--- src/rtl/ahb_sram_slave_ctrl.sv ---
// ahb_sram_slave_ctrl
//
// AHB-Lite slave front end for a single-port synchronous word RAM.
// Word reads take one wait state. Word writes complete with zero wait states.
// Byte and halfword writes run as a read-modify-write through an external
// store-merge stage. Illegal transfers get a two-cycle ERROR response.
//
// Ports
//   hclk, hreset        clock, synchronous active-high reset
//   hsel, hwrite, hready, haddr, htrans, hsize, hwdata
//                       AHB-Lite address/data phase inputs
//   hreadyout, hresp, hrdata
//                       AHB-Lite slave response
//   ram_en, ram_we, ram_addr, ram_wdata, ram_rdata
//                       single-port RAM; read data is valid one cycle after ram_en
//   mrg_hsize, mrg_read_data, mrg_wr_data, mrg_store_data
//                       store-merge stage: it puts the low byte/half of
//                       mrg_wr_data over mrg_read_data
//
// state   | meaning
// --------+-------------------------------------------------------------
// IDLE    | no data phase pending, ready for a new address phase
// RD_REQ  | RAM read issued, data phase stalled
// RD_DATA | RAM read data presented on hrdata, data phase completes
// WR_WORD | full-word write straight from hwdata, zero wait
// RMW_RD  | sub-word write: read old word and capture hwdata, stalled
// RMW_WR  | sub-word write: write the merged word back, completes
// ERR1    | first ERROR cycle (hreadyout low)
// ERR2    | second ERROR cycle (hreadyout high)

module ahb_sram_slave_ctrl #(
    parameter int ADDR_WIDTH = 10
) (
    input  logic                  hclk,
    input  logic                  hreset,
    input  logic                  hsel,
    input  logic                  hwrite,
    input  logic                  hready,
    input  logic [31:0]           haddr,
    input  logic [1:0]            htrans,
    input  logic [2:0]            hsize,
    input  logic [31:0]           hwdata,
    output logic                  hreadyout,
    output logic                  hresp,
    output logic [31:0]           hrdata,
    output logic                  ram_en,
    output logic                  ram_we,
    output logic [ADDR_WIDTH-1:0] ram_addr,
    output logic [31:0]           ram_wdata,
    input  logic [31:0]           ram_rdata,
    output logic [2:0]            mrg_hsize,
    output logic [31:0]           mrg_read_data,
    output logic [31:0]           mrg_wr_data,
    input  logic [31:0]           mrg_store_data
);

    typedef enum logic [2:0] {
        IDLE,
        RD_REQ,
        RD_DATA,
        WR_WORD,
        RMW_RD,
        RMW_WR,
        ERR1,
        ERR2
    } state_t;

    state_t state_q;
    state_t state_d;

    logic [ADDR_WIDTH+1:0] haddr_q;
    logic [2:0]            hsize_q;
    logic [31:0]           wdata_q;
    logic [1:0]            off;

    logic accept_req;
    logic accept;
    logic ram_en_s;
    logic ram_we_s;

    // Rotate a word right by whole bytes. This moves the addressed lane down to bit 0.
    function automatic logic [31:0] rot_right(input logic [31:0] x, input logic [1:0] n);
        logic [31:0] r;
        case (n)
            2'd0:    r = x;
            2'd1:    r = {x[7:0],  x[31:8]};
            2'd2:    r = {x[15:0], x[31:16]};
            default: r = {x[23:0], x[31:24]};
        endcase
        return r;
    endfunction

    // Rotate a word left by whole bytes. This is the inverse of rot_right.
    function automatic logic [31:0] rot_left(input logic [31:0] x, input logic [1:0] n);
        logic [31:0] r;
        case (n)
            2'd0:    r = x;
            2'd1:    r = {x[23:0], x[31:24]};
            2'd2:    r = {x[15:0], x[31:16]};
            default: r = {x[7:0],  x[31:8]};
        endcase
        return r;
    endfunction

    // Pick the first data-phase state for a transfer that has been accepted.
    function automatic state_t decode(
        input logic [31:0] a,
        input logic [2:0]  s,
        input logic        w
    );
        logic   err;
        state_t nxt;
        err = 1'b0;
        if (s > 3'b010) begin
            err = 1'b1;
        end else if ((a >> (ADDR_WIDTH + 2)) != 32'd0) begin
            err = 1'b1;
        end else if ((s == 3'b001) && a[0]) begin
            err = 1'b1;
        end else if ((s == 3'b010) && (a[1:0] != 2'b00)) begin
            err = 1'b1;
        end
        if (err) begin
            nxt = ERR1;
        end else if (!w) begin
            nxt = RD_REQ;
        end else if (s == 3'b010) begin
            nxt = WR_WORD;
        end else begin
            nxt = RMW_RD;
        end
        return nxt;
    endfunction

    // Only NONSEQ and SEQ start a transfer. IDLE and BUSY are ignored.
    assign accept_req = hsel && hready && ((htrans == 2'b10) || (htrans == 2'b11));

    assign off = haddr_q[1:0];

    always_comb begin
        state_d   = IDLE;
        hreadyout = 1'b1;
        hresp     = 1'b0;
        hrdata    = 32'h0;
        ram_en_s  = 1'b0;
        ram_we_s  = 1'b0;
        ram_wdata = 32'h0;
        accept    = 1'b0;

        case (state_q)
            IDLE: begin
            end
            RD_REQ: begin
                hreadyout = 1'b0;
                ram_en_s  = 1'b1;
                state_d   = RD_DATA;
            end
            RD_DATA: begin
                hrdata = ram_rdata;
            end
            WR_WORD: begin
                ram_en_s  = 1'b1;
                ram_we_s  = 1'b1;
                ram_wdata = hwdata;
            end
            RMW_RD: begin
                hreadyout = 1'b0;
                ram_en_s  = 1'b1;
                state_d   = RMW_WR;
            end
            RMW_WR: begin
                ram_en_s  = 1'b1;
                ram_we_s  = 1'b1;
                ram_wdata = rot_left(mrg_store_data, off);
            end
            ERR1: begin
                hreadyout = 1'b0;
                hresp     = 1'b1;
                state_d   = ERR2;
            end
            ERR2: begin
                hresp = 1'b1;
            end
            default: begin
                state_d = IDLE;
            end
        endcase

        // When a data phase completes, the next address phase can be accepted
        // in the same cycle.
        if (hreadyout && accept_req) begin
            accept  = 1'b1;
            state_d = decode(haddr, hsize, hwrite);
        end
    end

    // While reset is asserted the RAM strobes are held off. This keeps a reset
    // that lands in RMW_WR from committing a half-finished merge.
    assign ram_en = ram_en_s && !hreset;
    assign ram_we = ram_we_s && !hreset;

    assign ram_addr      = haddr_q[ADDR_WIDTH+1:2];
    assign mrg_hsize     = hsize_q;
    assign mrg_read_data = rot_right(ram_rdata, off);
    assign mrg_wr_data   = wdata_q >> {off, 3'b000};

    always_ff @(posedge hclk) begin
        if (hreset) begin
            state_q <= IDLE;
            haddr_q <= '0;
            hsize_q <= 3'b000;
            wdata_q <= 32'h0;
        end else begin
            state_q <= state_d;
            if (accept) begin
                haddr_q <= haddr[ADDR_WIDTH+1:0];
                hsize_q <= hsize;
            end
            if (state_q == RMW_RD) begin
                wdata_q <= hwdata;
            end
        end
    end

endmodule

--- config.mk ---
export PLATFORM = sky130hd
export DESIGN_NAME = ahb_sram_slave_ctrl
export DESIGN_NICKNAME = d
export VERILOG_FILES = /design/src/rtl/ahb_sram_slave_ctrl.sv
export SDC_FILE = /design/constraint.sdc
export NUM_CORES = 1
export LEC_CHECK = 0
export BUFFER_PORTS_ARGS = -buffer_cell sky130_fd_sc_hd__buf_2
export CORE_MARGIN = 5
export CORE_UTILIZATION = 46
export DETAILED_ROUTE_END_ITERATION = 10
export MAX_ROUTING_LAYER = met4
export PLACE_DENSITY = 0.93
export SLEW_MARGIN = 15
export SYNTH_ARGS = -nofsm -noshare
export SYNTH_HDL_FRONTEND = slang
export SYNTH_SLANG_ARGS = --single-unit
export TNS_END_PERCENT = 10
--- constraint.sdc ---
create_clock -name hclk -period 3 [get_ports hclk]
set_input_delay 0.15 -clock hclk [delete_from_list [all_inputs] [get_ports hclk]]
set_output_delay 0.15 -clock hclk [all_outputs]
set_load 0.02 [all_outputs]
After elaboration in Yosys (flattened, before gate mapping)
Cells that the tools add are included.
W data, S select, Z words.
{"block": "op_classes", "shift": 1, "mux": 19, "n_eq_ne": 13, "n_lt_le_gt_ge": 1, "reduce_logical": 16}
{"op": "$pmux W32 S3", "n": 2}
{"op": "$pmux W32 S2", "n": 1}
{"op": "$mux W32", "n": 1}
{"op": "$reduce_bool A32 Y1", "n": 1}
{"op": "$shr A32 B5 Y32", "n": 1}
{"op": "$eq A3 B3 Y1 const B", "n": 4}
{"op": "$mux W3", "n": 4}
{"op": "$mux W1", "n": 10}
{"op": "$eq A3 B2 Y1 const B", "n": 3}
{"op": "$pmux W3 S3", "n": 1}
{"op": "$logic_and A1 B1 Y1", "n": 7}
{"op": "$eq A2 B2 Y1 const B", "n": 3}
{"op": "$eq A3 B1 Y1 const B", "n": 2}
{"op": "$reduce_or A2 Y1", "n": 2}
{"op": "$reduce_or A4 Y1", "n": 1}
{"op": "$gt A3 B2 Y1 const B", "n": 1}
{"op": "$reduce_or A3 Y1", "n": 1}
{"op": "$eq A2 B1 Y1 const B", "n": 1}
{"op": "$logic_not A2 Y1", "n": 1}
{"op": "$reduce_bool A2 Y1", "n": 1}
{"op": "$logic_not A1 Y1", "n": 1}
{"op": "$logic_or A1 B1 Y1", "n": 1}
{"block": "totals", "wordCells": 54, "register_bits": 50}

Longest topological paths before layout
Gate-level depths: netlist (run 1).
{"block": "depth", "word_depth": 9, "ltp_mapped": 7, "mapped_depth_nobuf": 4}

Least setup slack after synthesis (run 1)
No wires, ideal clock.
{"block": "synth_path", "path_kind": "reg-to-output", "start": "reg haddr_q[1]", "end": "out mrg_wr_data[10]", "path_stages_with_launch": 7, "arrival_time_ns": 1.551, "slack_ns": 1.299, "path_cell_list": "dfxtp_1 > buf_4 > buf_6 > buf_6 > buf_4 > mux2i_1 > o21ai_0"}
{"block": "synth_via", "elab_chain_cells": 1}
{"item": "start: declaration", "line_no": "71", "rtl": "logic [ADDR_WIDTH+1:0] haddr_q;"}
{"item": "start signal: assignment", "line_no": "216", "rtl": "haddr_q <= haddr[ADDR_WIDTH+1:0];"}
{"item": "$shr A32 B5 Y32", "line_no": "205", "rtl": "assign mrg_wr_data = wdata_q >> {off, 3'b000};"}
{"item": "end: declaration", "line_no": "53", "rtl": "output logic [31:0] mrg_wr_data,"}
No other way between the ends.

Worst setup path in the final report (run 1)
{"block": "layout_path", "start": "reg haddr_q[0]", "end": "out mrg_read_data[25]"}
{"block": "layout_via", "elab_chain_cells": 2}
{"item": "$eq A2 B2 Y1 (tied with other cells)", "line_no": "84", "rtl": "case (n)"}
{"item": "$pmux W32 S3 *", "line_no": "84"}
{"item": "end: declaration", "line_no": "52", "rtl": "output logic [31:0] mrg_read_data,"}
Every way passes the cells marked *; elsewhere a longest branch is shown, timed or not.

==> results of run 1 <==
-- cells by family after synthesis --
| kind of cell | count (synthesis) |
|---|---|
| AND/OR/NAND/NOR | 230 |
| AO/OA/AOI/OAI | 114 |
| flip-flops | 50 |
| buffers and inverters | 63 |
| multiplexers | 99 |
-- worst max-delay path, stage by stage (launching register included) --
cell     delay (ns)
dfxtp_4        0.75
buf_12         0.30
mux4_2         0.55
buf_2          0.18
-- power groups by stage --
| stage | Sequential (W) | Combinational (W) | Clock (W) |
|---|---|---|---|
| final | 0.000715 | 0.000603 | 0.000406 |
| after CTS | 0.000716 | 0.000603 | 0.000418 |
| after floorplan | 0.000717 | 0.000370 | 0 |
| after global placement | 0.000730 | 0.000588 | 0 |
| after detailed placement | 0.000731 | 0.000602 | 0 |
| after global routing | 0.000721 | 0.000651 | 0.000437 |
-- stage by stage --
stage          cells  util (%)  hold slack [ns]  worst slack (ns)
2_1_floorplan    556         -            0.286              1.30
3_3_place_gp     920      60.8            0.381              1.08
3_5_place_dp     920      60.8            0.394              1.07
4_1_cts          928      61.8           0.0651             0.714
5_1_grt          928      61.8           0.0728             0.526
6_report         928      61.8           0.0736             0.746
-- metal layers --
layer  wire (um)  vias up  share of wire, %  global-route usage, %
met4         431        0               2.6                   8.30
li1            -     2435                 -                      -
met2        8380      238                50                   47.8
met5           0        -                 0                      -
met3        1520       33               9.1                   6.87
met1        6460     2390                38                   32.6
-- area by class of cell --
| class | count | area (um^2) |
|---|---|---|
| Clock buffer | 5 | 68.8 |
| Timing Repair Buffer | 291 | 1510 |
| Sequential cell | 50 | 1010 |
| Clock inverter | 3 | 23.8 |
| Tap cell | 133 | 166 |
| Inverter | 3 | 11.3 |
| Multi-Input combinational cell | 443 | 3170 |
| Fill cell | 902 | 3680 |
-- flip-flops by register name, summed over array words and instances (netlist names) --
name       flops
state_q        3
mrg_hsize      3
wdata_q       32
haddr_q       12
-- final timing paths --
check	end	slack (ns)	cells past startpoint
worst max-delay path	mrg_read_data[25]	0.75	3
worst min register to register	wdata_q[7]	0.46	2
worst max register to register	mrg_hsize[1]	1.39	5
worst min-delay path	haddr_q[7]	0.07	3
-- cell usage after synthesis (all sizes together) (2+ instances only) --
| cell type | count |
|---|---|
| dfxtp | 50 |
| and2 | 41 |
| a22o | 4 |
| a21oi | 53 |
| nor2 | 39 |
| nor3 | 7 |
| buf | 38 |
| nand3 | 3 |
| inv | 3 |
| a211oi | 8 |
| mux2 | 8 |
| clkbuf | 22 |
| nor3b | 2 |
| mux4 | 32 |
| nor4 | 4 |
| mux2i | 59 |
| nand2 | 110 |
| a32o | 13 |
| o21ai | 34 |
| nand2b | 12 |
| nor2b | 10 |
==> flow_summary.json, run 1 <==
{
  "ys_warn_count": 0,
  "core_mm2": 0.00964,
  "synthArstFlopShare_pct": 0,
  "switching_share_pct": 35.7,
  "cp-end-kind": "primary output",
  "hold_path.class": "in -> reg",
  "power_density_mw_per_mm2": 289,
  "drcViolationCount": 0,
  "critPathArrivalTime_ns": 2.10,
  "share_comb_of_total_power_pct": 35.0,
  "synth_seq_cells": 50,
  "final_nets": 932,
  "synth_simple_gate_area_share_pct": 23.9,
  "fmax_mhz": 444,
  "intPower_w": 0.00111,
  "pwr-share-clk_pct": 23.5,
  "finalInstanceArea_mm2": 0.00595,
  "vias": 5096,
  "drtAntennaViolNets": 0,
  "grt_max_degree": 66,
  "clkSinkCount": 50,
  "detail_route.wl_per_cell_um": 18.1,
  "worstPathRequired_ns": 2.85,
  "synth_top_family_by_area": "multiplexers",
  "crit_fanout": 53,
  "drt_iter0_markers": 339,
  "antenna_found_initial": 0,
  "die_w_um": 109,
  "placed_area_mm2": 0.00586,
  "cts_root_buf": "clkbuf_8",
  "synth_fa_ha_area_share_pct": 0,
  "clk_pin_slew_ns": 0.10,
  "layout_commonest_cell": "buf_2",
  "wl_um": 16800,
  "syn_area_mm2": 0.00450,
  "ctsHoldBuffers": 0,
  "maxCapViolCount": 0,
  "path_class": "reg -> out",
  "area_delta_synth_final_pct": 32.4,
  "slew_violations": 0,
  "dieArea_mm2": 0.0119,
  "rsz0062_at_grt": "false",
  "synth_cells": 556,
  "synth.yosys.seq_area_share_pct": 22.3,
  "slew_headroom_pct": 38.5,
  "synth_fp_nets": 694,
  "die_h_um": 109,
  "via_per_inst": 5.49,
  "fin_skew_ns": 0.0106,
  "yosysUniqueCellTypes": 31,
  "grt.overflow.total": 0,
  "cts_tree": "done",
  "port-buffer-count": 281,
  "synth_top_area_cell": "dfxtp_1",
  "vdd_drop_max_mv": 0.279,
  "rr_startpoint": "state_q[2]",
  "total_power_w": 0.00172,
  "critPathLaunch": "haddr_q[0]",
  "ctsResizeCount": 0,
  "cts_made_buffers": 5,
  "worst_slew_pin_slew_ns": 0.922,
  "cts_setup_buffers": 0,
  "ys.flop_type": "dfxtp_1",
  "rows": 36,
  "synth_compound_area_share_pct": 15.0,
  "start_util_pct": 46.7,
  "io_pins": 283,
  "p_seq_share_pct": 41.5,
  "synthMuxAreaShare_pct": 31.2,
  "dp_hpwl_um": 13600,
  "grt_util_all_layers_pct": 28.0,
  "setup_tns_ns": 0,
  "netSwitchingPower_w": 0.000615,
  "clock_path_buffers": 2,
  "avgSynthCellArea_um2": 8.09,
  "synth_edf_count": 0,
  "setup_viol": 0,
  "drive_gt1_share_pct": 43.8,
  "first_pass_iters": 5,
  "hold_viol": 0,
  "period_share_pct": 75.1,
  "start_kind": "flop",
  "place.gp.congestion": 0.968,
  "yosys.area_share.xor_xnor_pct": 0,
  "min_from": "haddr[7]",
  "htree_levels": 2,
  "grt_pass1_wl_um": 25100,
  "fin_crit_ns": 2.25,
  "clock_latency_ns": 0.30,
  "status": "complete, no violations",
  "layout_common_cells": "buf_2, nand2_1, mux2i_1",
  "grt_pass1_vias": 4823,
  "n_antenna_cell": 0,
  "synth_top_cell_area_share_pct": 22.3,
  "leakagePower_nw": 2.67,
  "synth.area.top_cells": "dfxtp_1, mux4_2, mux2i_1"
}
Note: power is estimated with default switching activity, not from simulation.
==> run 2, diff against run 1 <==
Settings changed: CORE_UTILIZATION 46 to 40, PLACE_DENSITY 0.93 to 0.87.
Clock period 3 ns to 2 ns, I/O delays scaled along.
==> flow_summary.json, run 2 (synthesis results as in run 1) <==
{
  "status": "complete, no violations",
  "critPathArrivalTime_ns": 1.81,
  "fin_skew_ns": 0.00397,
  "core_mm2": 0.0109,
  "final_nets": 946,
  "maxCapViolCount": 0,
  "finalInstanceArea_mm2": 0.00619,
  "dr_wl_met2_um": 8990,
  "hold_path.class": "in -> reg",
  "multi_input_area_mm2": 0.00318,
  "clock_path_buffers": 2,
  "grt_pass1_wl_um": 26000,
  "dieArea_mm2": 0.0135,
  "place.gp.congestion": 0.948,
  "wl_met3_um": 1440,
  "drtAntennaViolNets": 0,
  "grt_util_all_layers_pct": 25.3,
  "finish.utilization_pct": 56.6,
  "die_h_um": 116,
  "nFillCells": 1022,
  "leakagePower_nw": 2.80,
  "highest_layer": "met4",
  "reg_top3": "wdata_q (32), haddr_q (12)",
  "clkSinkCount": 50,
  "grt_max_degree": 47,
  "period_share_pct": 95.3,
  "hold_viol": 0,
  "vias": 5260,
  "worstPathRequired_ns": 1.90,
  "n_antenna_cell": 0,
  "cp_cell_sequence": "buf_4, buf_4, mux2i_1, o21ai_0, buf_2",
  "htree_levels": 2,
  "cp-end-kind": "primary output",
  "rows": 38,
  "drive_gt1_share_pct": 45.0,
  "ctsHoldBuffers": 0,
  "setup_tns_ns": 0,
  "cts_root_buf": "clkbuf_16",
  "detail_route.wl_per_cell_um": 18.6,
  "antenna_found_initial": 0,
  "grt_pass1_vias": 4859,
  "io_pins": 283,
  "cp_common_cell": "buf_4",
  "layout_commonest_cell": "buf_2",
  "path_class": "reg -> out",
  "fin_crit_ns": 1.91,
  "wl_um": 17600,
  "cpPeakStageDelay_ns": 0.46,
  "whs_ns": 0.0509,
  "vdd_drop_max_mv": 0.325,
  "slew_violations": 0,
  "clk_pin_slew_ns": 0.06,
  "clock_latency_ns": 0.28,
  "largest_register_ffs": 32,
  "die_w_um": 116,
  "cts_tree": "done",
  "placed_area_mm2": 0.00598,
  "area_delta_synth_final_pct": 37.6,
  "layout_common_cells": "buf_2, nand2_1, mux2i_1",
  "worst_slew_pin_slew_ns": 0.383,
  "fmax_mhz": 525,
  "cts_made_buffers": 5,
  "regMostFlops": "wdata_q",
  "dp_slack_ns": 0.297,
  "start_util_pct": 41.1,
  "wl_met1_um": 6870,
  "slew_headroom_pct": 74.4,
  "setup_viol": 0,
  "crit_path_top_delay_cell": "dfxtp_4",
  "first_pass_iters": 5,
  "via_per_inst": 5.55,
  "crit_fanout": 17,
  "drt_iter0_markers": 514,
  "port-buffer-count": 281,
  "start_kind": "flop",
  "regArea_mm2": 0.00101,
  "setup_ws_ns": 0.0940,
  "dp_hpwl_um": 14400,
  "grt.overflow.total": 0,
  "drcViolationCount": 0,
  "power_density_mw_per_mm2": 481
}
run 2: worst max-delay path: cells and delay by family, from the launching register on:
kind                   cells  cell delay, ns
AO/OA/AOI/OAI              1            0.14
multiplexers               1            0.28
buffers and inverters      3            0.63
flip-flops                 1            0.46
run 2: layout make-up:
cell class	count	share of cell area, %
clock buffers	6	2.24
clock inverters	1	0.485
inverters	3	0.182
multi-input cells	443	51.3
flip-flops and latches	50	16.3
well taps	140	2.83
repair buffers	305	26.6
run 2: routing by layer:
layer / up-vias / global-route usage [%]
met5: - / -
met4: 0 / 4.56
met3: 26 / 3.34
met2: 273 / 44.8
met1: 2495 / 31.3
li1: 2466 / -
run 2: report_power, final:
part,switching [W],internal (W),total [W]
Clock,0.000348,0.000617,0.000966
Sequential,0.0000366,0.00103,0.00107
Combinational,0.000548,0.000398,0.000946
Total,0.000933,0.00205,0.00298
run 2: timing repair:
item,in CTS,in global routing
endpoints found under the setup margin,1,22
resized for setup,1,3
pin swaps,0,0
setup buffers,0,4
run 2: final timing paths:
path | from | endpoint | slack (ns) | cells after the start
max | haddr_q[1] | mrg_wr_data[15] | 0.09 | 5
min | haddr[9] | haddr_q[9] | 0.05 | 3
max reg2reg | state_q[2] | mrg_hsize[0] | 0.44 | 5
min reg2reg | wdata_q[3] | wdata_q[3] | 0.45 | 2
run 2: per-stage QoR:
stage                     std cells  power, W
after floorplan                 556   0.00163
after global placement          937   0.00200
after detailed placement        937   0.00203
after CTS                       944   0.00299
after global routing            948   0.00312
final                           948   0.00298
